## src/rtl/pong_pkg.sv

```systemverilog
`default_nettype none
// ============================================================================
//  Module   : pong_pkg
//  Purpose  : Shared playfield constants, coordinate type and referee state
//             encoding for the Pong referee and its hit-test helper.
//  Contents : FIELD_MAX / WALL_TOP / WALL_BOT, COORD_W, coord_t, state_t
//  Revision : 1.0  initial release
// ============================================================================
package pong_pkg;

    localparam int FIELD_MAX = 63;
    localparam int WALL_TOP  = 0;
    localparam int WALL_BOT  = 63;

    // Coordinate width follows the playfield size (64 -> 6 bits).
    localparam int COORD_W = $clog2(FIELD_MAX + 1);

    typedef logic [COORD_W-1:0] coord_t;

    typedef enum logic [2:0] {
        IDLE  = 3'd0,
        SERVE = 3'd1,
        PLAY  = 3'd2,
        POINT = 3'd3,
        OVER  = 3'd4
    } state_t;

endpackage
`default_nettype wire

```

## src/rtl/pong_paddle_hit.sv

```systemverilog
`default_nettype none
// ============================================================================
//  Module   : pong_paddle_hit
//  Purpose  : Combinational test of whether a ball row lies on a paddle that
//             spans rows paddle_top .. paddle_top+PADDLE_H-1.
//  Ports    : ball_y     in  6  ball row
//             paddle_top in  6  paddle top row
//             hit        out 1  ball row is covered by the paddle
//  Revision : 1.0  initial release
// ============================================================================
module pong_paddle_hit
    import pong_pkg::*;
#(
    parameter int PADDLE_H = 8
) (
    input  logic [COORD_W-1:0] ball_y,
    input  logic [COORD_W-1:0] paddle_top,
    output logic               hit
);

    // Bottom edge is formed one bit wider so a paddle near the last row does
    // not wrap around to the top; rows past the field simply cannot match.
    logic [COORD_W:0] w_bottom;

    assign w_bottom = {1'b0, paddle_top} + (COORD_W+1)'(PADDLE_H - 1);
    assign hit      = (ball_y >= paddle_top) && ({1'b0, ball_y} <= w_bottom);

endmodule
`default_nettype wire

```

## src/rtl/pong_referee.sv

```systemverilog
`default_nettype none
// ============================================================================
//  Module   : pong_referee
//  Purpose  : Pong game referee. Watches ball position against paddles and
//             walls on each frame tick, keeps both scores, sequences
//             IDLE/SERVE/PLAY/POINT/OVER and pulses the event flags that the
//             ball mover reacts to. All outputs are registered.
//  Ports    : clk, reset               clock, synchronous active-high reset
//             tick                     frame strobe, gates all evaluation
//             start                    level, leaves IDLE or OVER
//             bx, by, p1_y, p2_y       ball column/row, paddle top rows
//             paddle_collision,
//             wall_collision, sc1, sc2 one-cycle event pulses
//             score1, score2           scores
//             serve_dir                0 toward player 1, 1 toward player 2
//             playing, game_over       state indicators
//             winner                   0 player 1, 1 player 2 (when over)
//  Revision : 1.0  initial release
// ============================================================================
module pong_referee
    import pong_pkg::*;
#(
    parameter int PADDLE_H    = 8,
    parameter int P1_X        = 2,
    parameter int P2_X        = 61,
    parameter int WIN_SCORE   = 7,
    parameter int SERVE_DELAY = 32
) (
    input  logic               clk,
    input  logic               reset,
    input  logic               tick,
    input  logic               start,
    input  logic [COORD_W-1:0] bx,
    input  logic [COORD_W-1:0] by,
    input  logic [COORD_W-1:0] p1_y,
    input  logic [COORD_W-1:0] p2_y,
    output logic               paddle_collision,
    output logic               wall_collision,
    output logic               sc1,
    output logic               sc2,
    output logic [3:0]         score1,
    output logic [3:0]         score2,
    output logic               serve_dir,
    output logic               playing,
    output logic               game_over,
    output logic               winner
);

    localparam coord_t     c_p1_x       = coord_t'(P1_X);
    localparam coord_t     c_p2_x       = coord_t'(P2_X);
    localparam coord_t     c_wall_top   = coord_t'(WALL_TOP);
    localparam coord_t     c_wall_bot   = coord_t'(WALL_BOT);
    localparam logic [3:0] c_win        = 4'(WIN_SCORE);
    localparam logic [7:0] c_serve_last = 8'(SERVE_DELAY - 1);

    state_t     r_state,   w_state_nxt;
    logic [7:0] r_cnt,     w_cnt_nxt;
    logic [3:0] r_score1,  w_score1_nxt;
    logic [3:0] r_score2,  w_score2_nxt;
    logic       r_dir,     w_dir_nxt;
    logic       r_over,    w_over_nxt;
    logic       r_winner,  w_winner_nxt;
    logic       r_playing;
    logic       r_paddle,  w_paddle_nxt;
    logic       r_wall,    w_wall_nxt;
    logic       r_sc1,     w_sc1_nxt;
    logic       r_sc2,     w_sc2_nxt;

    logic w_hit1, w_hit2, w_wall;

    pong_paddle_hit #(.PADDLE_H(PADDLE_H)) u_hit_p1 (
        .ball_y     (by),
        .paddle_top (p1_y),
        .hit        (w_hit1)
    );

    pong_paddle_hit #(.PADDLE_H(PADDLE_H)) u_hit_p2 (
        .ball_y     (by),
        .paddle_top (p2_y),
        .hit        (w_hit2)
    );

    assign w_wall = (by == c_wall_top) || (by == c_wall_bot);

    always_ff @(posedge clk) begin
        if (reset) begin
            r_state <= IDLE;
        end else begin
            r_state <= w_state_nxt;
        end
    end

    always_comb begin
        w_state_nxt  = r_state;
        w_cnt_nxt    = r_cnt;
        w_score1_nxt = r_score1;
        w_score2_nxt = r_score2;
        w_dir_nxt    = r_dir;
        w_over_nxt   = r_over;
        w_winner_nxt = r_winner;
        w_paddle_nxt = 1'b0;
        w_wall_nxt   = 1'b0;
        w_sc1_nxt    = 1'b0;
        w_sc2_nxt    = 1'b0;

        case (r_state)
            IDLE: begin
                if (tick && start) begin
                    w_state_nxt = SERVE;
                    w_cnt_nxt   = 8'd0;
                end
            end

            SERVE: begin
                if (tick) begin
                    if (r_cnt == c_serve_last) begin
                        w_state_nxt = PLAY;
                        w_cnt_nxt   = 8'd0;
                    end else begin
                        w_cnt_nxt = r_cnt + 8'd1;
                    end
                end
            end

            PLAY: begin
                if (tick) begin
                    // Left edge is judged before the right; a miss ends the
                    // rally and suppresses any wall flag on that frame.
                    if (bx <= c_p1_x) begin
                        if (w_hit1) begin
                            w_paddle_nxt = 1'b1;
                            w_wall_nxt   = w_wall;
                        end else begin
                            w_sc2_nxt    = 1'b1;
                            w_score2_nxt = r_score2 + 4'd1;
                            w_dir_nxt    = 1'b0;
                            w_state_nxt  = POINT;
                        end
                    end else if (bx >= c_p2_x) begin
                        if (w_hit2) begin
                            w_paddle_nxt = 1'b1;
                            w_wall_nxt   = w_wall;
                        end else begin
                            w_sc1_nxt    = 1'b1;
                            w_score1_nxt = r_score1 + 4'd1;
                            w_dir_nxt    = 1'b1;
                            w_state_nxt  = POINT;
                        end
                    end else begin
                        w_wall_nxt = w_wall;
                    end
                end
                // Back-to-back frame strobes must not stretch a pulse.
                w_paddle_nxt = w_paddle_nxt && !r_paddle;
                w_wall_nxt   = w_wall_nxt && !r_wall;
            end

            POINT: begin
                if ((r_score1 == c_win) || (r_score2 == c_win)) begin
                    w_state_nxt  = OVER;
                    w_over_nxt   = 1'b1;
                    w_winner_nxt = (r_score2 == c_win);
                end else begin
                    w_state_nxt = SERVE;
                    w_cnt_nxt   = 8'd0;
                end
            end

            OVER: begin
                if (tick && start) begin
                    w_state_nxt  = SERVE;
                    w_cnt_nxt    = 8'd0;
                    w_score1_nxt = 4'd0;
                    w_score2_nxt = 4'd0;
                    w_over_nxt   = 1'b0;
                    w_dir_nxt    = 1'b0;
                end
            end

            default: begin
                w_state_nxt = IDLE;
            end
        endcase
    end

    always_ff @(posedge clk) begin
        if (reset) begin
            r_cnt     <= 8'd0;
            r_score1  <= 4'd0;
            r_score2  <= 4'd0;
            r_dir     <= 1'b0;
            r_over    <= 1'b0;
            r_winner  <= 1'b0;
            r_playing <= 1'b0;
            r_paddle  <= 1'b0;
            r_wall    <= 1'b0;
            r_sc1     <= 1'b0;
            r_sc2     <= 1'b0;
        end else begin
            r_cnt     <= w_cnt_nxt;
            r_score1  <= w_score1_nxt;
            r_score2  <= w_score2_nxt;
            r_dir     <= w_dir_nxt;
            r_over    <= w_over_nxt;
            r_winner  <= w_winner_nxt;
            r_playing <= (w_state_nxt == PLAY);
            r_paddle  <= w_paddle_nxt;
            r_wall    <= w_wall_nxt;
            r_sc1     <= w_sc1_nxt;
            r_sc2     <= w_sc2_nxt;
        end
    end

    assign paddle_collision = r_paddle;
    assign wall_collision   = r_wall;
    assign sc1              = r_sc1;
    assign sc2              = r_sc2;
    assign score1           = r_score1;
    assign score2           = r_score2;
    assign serve_dir        = r_dir;
    assign playing          = r_playing;
    assign game_over        = r_over;
    assign winner           = r_winner;

endmodule
`default_nettype wire

```

## config.mk

```make
export PLATFORM = sky130hd
export DESIGN_NAME = pong_referee
export DESIGN_NICKNAME = d
export VERILOG_FILES = /design/src/rtl/pong_pkg.sv /design/src/rtl/pong_paddle_hit.sv /design/src/rtl/pong_referee.sv
export SDC_FILE = /design/constraint.sdc
export NUM_CORES = 1
export LEC_CHECK = 0
export ABC_AREA = 1
export CORE_AREA = 2 2 72 74
export DETAILED_ROUTE_END_ITERATION = 12
export DIE_AREA = 0 0 74 76
export GPL_TIMING_DRIVEN = 0
export PLACE_DENSITY = 0.74
export REMOVE_ABC_BUFFERS = 1
export SLEW_MARGIN = 20
export SYNTH_ARGS = -nofsm -noshare
export SYNTH_HDL_FRONTEND = slang
export SYNTH_HIERARCHICAL = 1
export SYNTH_SLANG_ARGS = --single-unit
```

## constraint.sdc

```tcl
create_clock -name clk -period 2.7 [get_ports clk]
set_clock_uncertainty 0.05 [all_clocks]
set_input_delay 0.675 -clock clk [delete_from_list [all_inputs] [get_ports clk]]
set_output_delay 0.675 -clock clk [all_outputs]
set_load 0.02 [all_outputs]
```

==> summary.txt <==
Clocking
  – CTS Buffer Depth: 2
  – Worst-Skew Late Latency: 0.27 ns
  – Root Driver: clkbuf_8
  – Num Clock Sinks: 27
  – Number of CTS-inserted buffers: 3
  – H-tree depth: 1
  – Clock slew at reported path FFs: 0.09 ns
  – Hold buffer count at cts: 0
  – CTS tree: yes

Detailed routing
  – Routed length per instance: 11.4 um
  – DRC: 0
  – First-pass DRT Iterations: 4
  – Vias: 2291
  – Starting DRT DRC Count: 68
  – Routed Antenna Nets: 0
  – Final WL: 5.41 mm
  – Drt via density: 4.83

Global routing
  – GR Overflow Total: 0
  – Gr usage total: 19.0%
  – First-pass GRT wire length: 8.78 mm
  – Largest net degree at the start of global routing: 15
  – Initial antenna violation count: 0
  – Number of global-route vias before repair: 2058

Floorplan
  – Die Y: 76 um
  – Die ar.: 5620 um^2
  – Die width: 74 um
  – Row cnt: 26
  – CORE AREA: 4910 um^2
  – # IOs: 44
  – Initial core utilization: 44.4%

Place
  – Detailed Place HPWL: 3.86 mm
  – Placed insts: 450
  – RD Place Congestion: 0.857
  – Placement Setup Slack: -0.726 ns
  – I/O Buffers: 43

Power and ir drop
  – Pleak: 1.48 nW
  – Switching fraction of total power: 30.7%
  – Clock share of power: 25.3%
  – Logic gate share of total power: 31.1%
  – PwrDens: 306 nW/um^2
  – Seq pwr share: 43.7%
  – P_sw: 0.000284 W
  – Cell Int Power: 0.000641 W
  – Worst vdd rail ir drop: 0.000171 V

Logic synthesis
  – Most frequent cell after synthesis: nand2_1
  – Yosys top cell by area: dfxtp_1
  – Synthesis-stage register bit count: 27
  – Syn. warnings: 6
  – List of most frequent post-synthesis cells: nand2_1, inv_1, nor2_1, nand3_1, ha_1
  – Post-synth ARST share: 0%
  – Share of the synthesized area in the top cell type: 24.8%
  – Syn_area_per_cell: 6.45 um^2
  – Synth area leaders: dfxtp_1, ha_1, nand2_1
  – EDFF count, synth: 0
  – Main synth FF type: dfxtp_1
  – Gate Count Post-Synth: 338
  – Post-Syn Area: 2180 um^2
  – Distinct cells, synth: 25
  – Register area share after synthesis: 24.8%

Worst setup path
  – CP required: 2.82 ns
  – Crit Path Category: in -> reg
  – Crit path capture type: flop
  – CP Launch Type: input pin
  – Crit path max fanout: 3
  – Crit path DAT: 2.74 ns

STA
  – Max frequency: 381 MHz
  – Slew HR: 68.1%
  – Minimum clock period: 2.63 ns
  – Final setup violation count: 0
  – Tcrit/Tclk final: 97.3%
  – Setup TNS Final: 0 ns
  – Worst-margin pin slew: 0.477 ns
  – Final WS setup: 0.0737 ns
  – Slew Viols, Final: 0
  – Final Hold Viols: 0
  – RSZ-0062 raised after global routing: yes

Status
  – Outcome: complete, no violations

Final layout
  – Ant diodes: 0
  – Area Growth Syn to Fin: 38.6%
  – Final Non-Filler Cells: 474
  – Layout cells sized above 1: 17.6%
  – Nets: 462

Flow run
  – Max cap viols: 0

Worst hold path
  – Worst hold path class: reg -> reg
[per-stage QoR]
step | utilization (%) | total power (W) | hold WS [ns] | instance area (um^2)
after floorplan | - | 0.000555 | 0.406 | 2180
after global placement | 54.8 | 0.000634 | 0.393 | 2690
after detailed placement | 54.8 | 0.000641 | 0.395 | 2690
after CTS | 59.3 | 0.000908 | 0.409 | 2920
after global routing | 61.5 | 0.000982 | 0.427 | 3020
final | 61.5 | 0.000925 | 0.402 | 3020
[per-layer routing]
layer	global-route usage (%)	wire length [um]
met5	0	0
met4	3.82	93
met3	2.91	162
met2	33.3	2770
met1	24.2	2390
[logic make-up after synthesis]
family	synth area share, %
AOI/OAI and AO/OA	8.15
and+or+nand+nor	35.2
adders and majority gates	16.6
DFF	24.8
xor gates and xnor gates	4.82
buffers and inverters	10.3
[sequential cells by signal (all words and copies together) (netlist names)]
register,count
r_cnt,8
score1,4
score2,4
r_state,3
game_over,1
paddle_collision,1
playing,1
sc1,1
sc2,1
serve_dir,1
wall_collision,1
winner,1
[worst max-delay path: stages]
cell	delay [ns]
clkdlybuf4s50_1	0.46
xor2_1	0.18
ha_1	0.31
nand3_2	0.10
nor2_1	0.12
nor2_1	0.07
a21oi_2	0.17
inv_1	0.08
nand3_2	0.09
nand2_2	0.05
nand2_2	0.10
inv_2	0.06
nand2_2	0.05
xor2_1	0.16
nor2_1	0.05
[cell usage in the layout, fill, tap and decap left out, types with 2 or more instances in the layout]
| cell type | netlist | layout |
|---|---|---|
| a31oi_1 | 2 | 2 |
| nand3_2 | 0 | 5 |
| dlymetal6s2s_1 | 0 | 7 |
| inv_2 | 3 | 8 |
| o21ai_0 | 6 | 6 |
| a21oi_1 | 20 | 15 |
| nand4_1 | 4 | 4 |
| nor2_4 | 1 | 2 |
| xor2_1 | 10 | 9 |
| buf_6 | 0 | 2 |
| nor3_1 | 5 | 4 |
| ha_1 | 29 | 27 |
| inv_1 | 56 | 51 |
| buf_4 | 0 | 19 |
| a211oi_1 | 2 | 2 |
| clkbuf_8 | 0 | 3 |
| nand3_1 | 30 | 25 |
| nor2_2 | 2 | 3 |
| clkdlybuf4s50_1 | 0 | 28 |
| a21oi_2 | 0 | 4 |
| dlygate4sd2_1 | 0 | 3 |
| clkbuf_2 | 0 | 4 |
| dfxtp_1 | 27 | 27 |
| nor2_1 | 45 | 43 |
| nand2_1 | 79 | 74 |
| nand2_4 | 0 | 3 |
| nand2_2 | 8 | 10 |
| ha_4 | 0 | 2 |
[power groups by stage]
stage	registers (W)	clock network (W)	logic [W]
4_1_cts	0.000404	0.000242	0.000262
3_3_place_gp	0.000413	0	0.000221
5_1_grt	0.000404	0.000255	0.000323
2_1_floorplan	0.000412	0	0.000142
3_5_place_dp	0.000413	0	0.000228
6_report	0.000404	0.000234	0.000287
[path summary, 6_finish.rpt]
path,start,endpoint,slack (ns),depth (start not counted)
min,wall_collision,wall_collision,0.40,1
min reg2reg,wall_collision,wall_collision,0.40,1
max,p2_y[5],score1[2],0.07,15
max reg2reg,r_state[1],score1[2],1.00,9
[what timing repair did]
action                                  4_1_cts  5_1_grt
setup buffers                                16        4
pin swaps                                    19       22
endpoints found under the setup margin       14       13
gates resized for setup                      29       32
[cell type report]
cell class / instances / area, um^2
clock buffers: 4 / 45.0
multi-input cells: 251 / 1550
inverters: 59 / 221
well taps: 70 / 87.6
flip-flops and latches: 27 / 541
fillers: 462 / 1890
repair buffers: 63 / 579
Power figures use the tool's default switching activity.
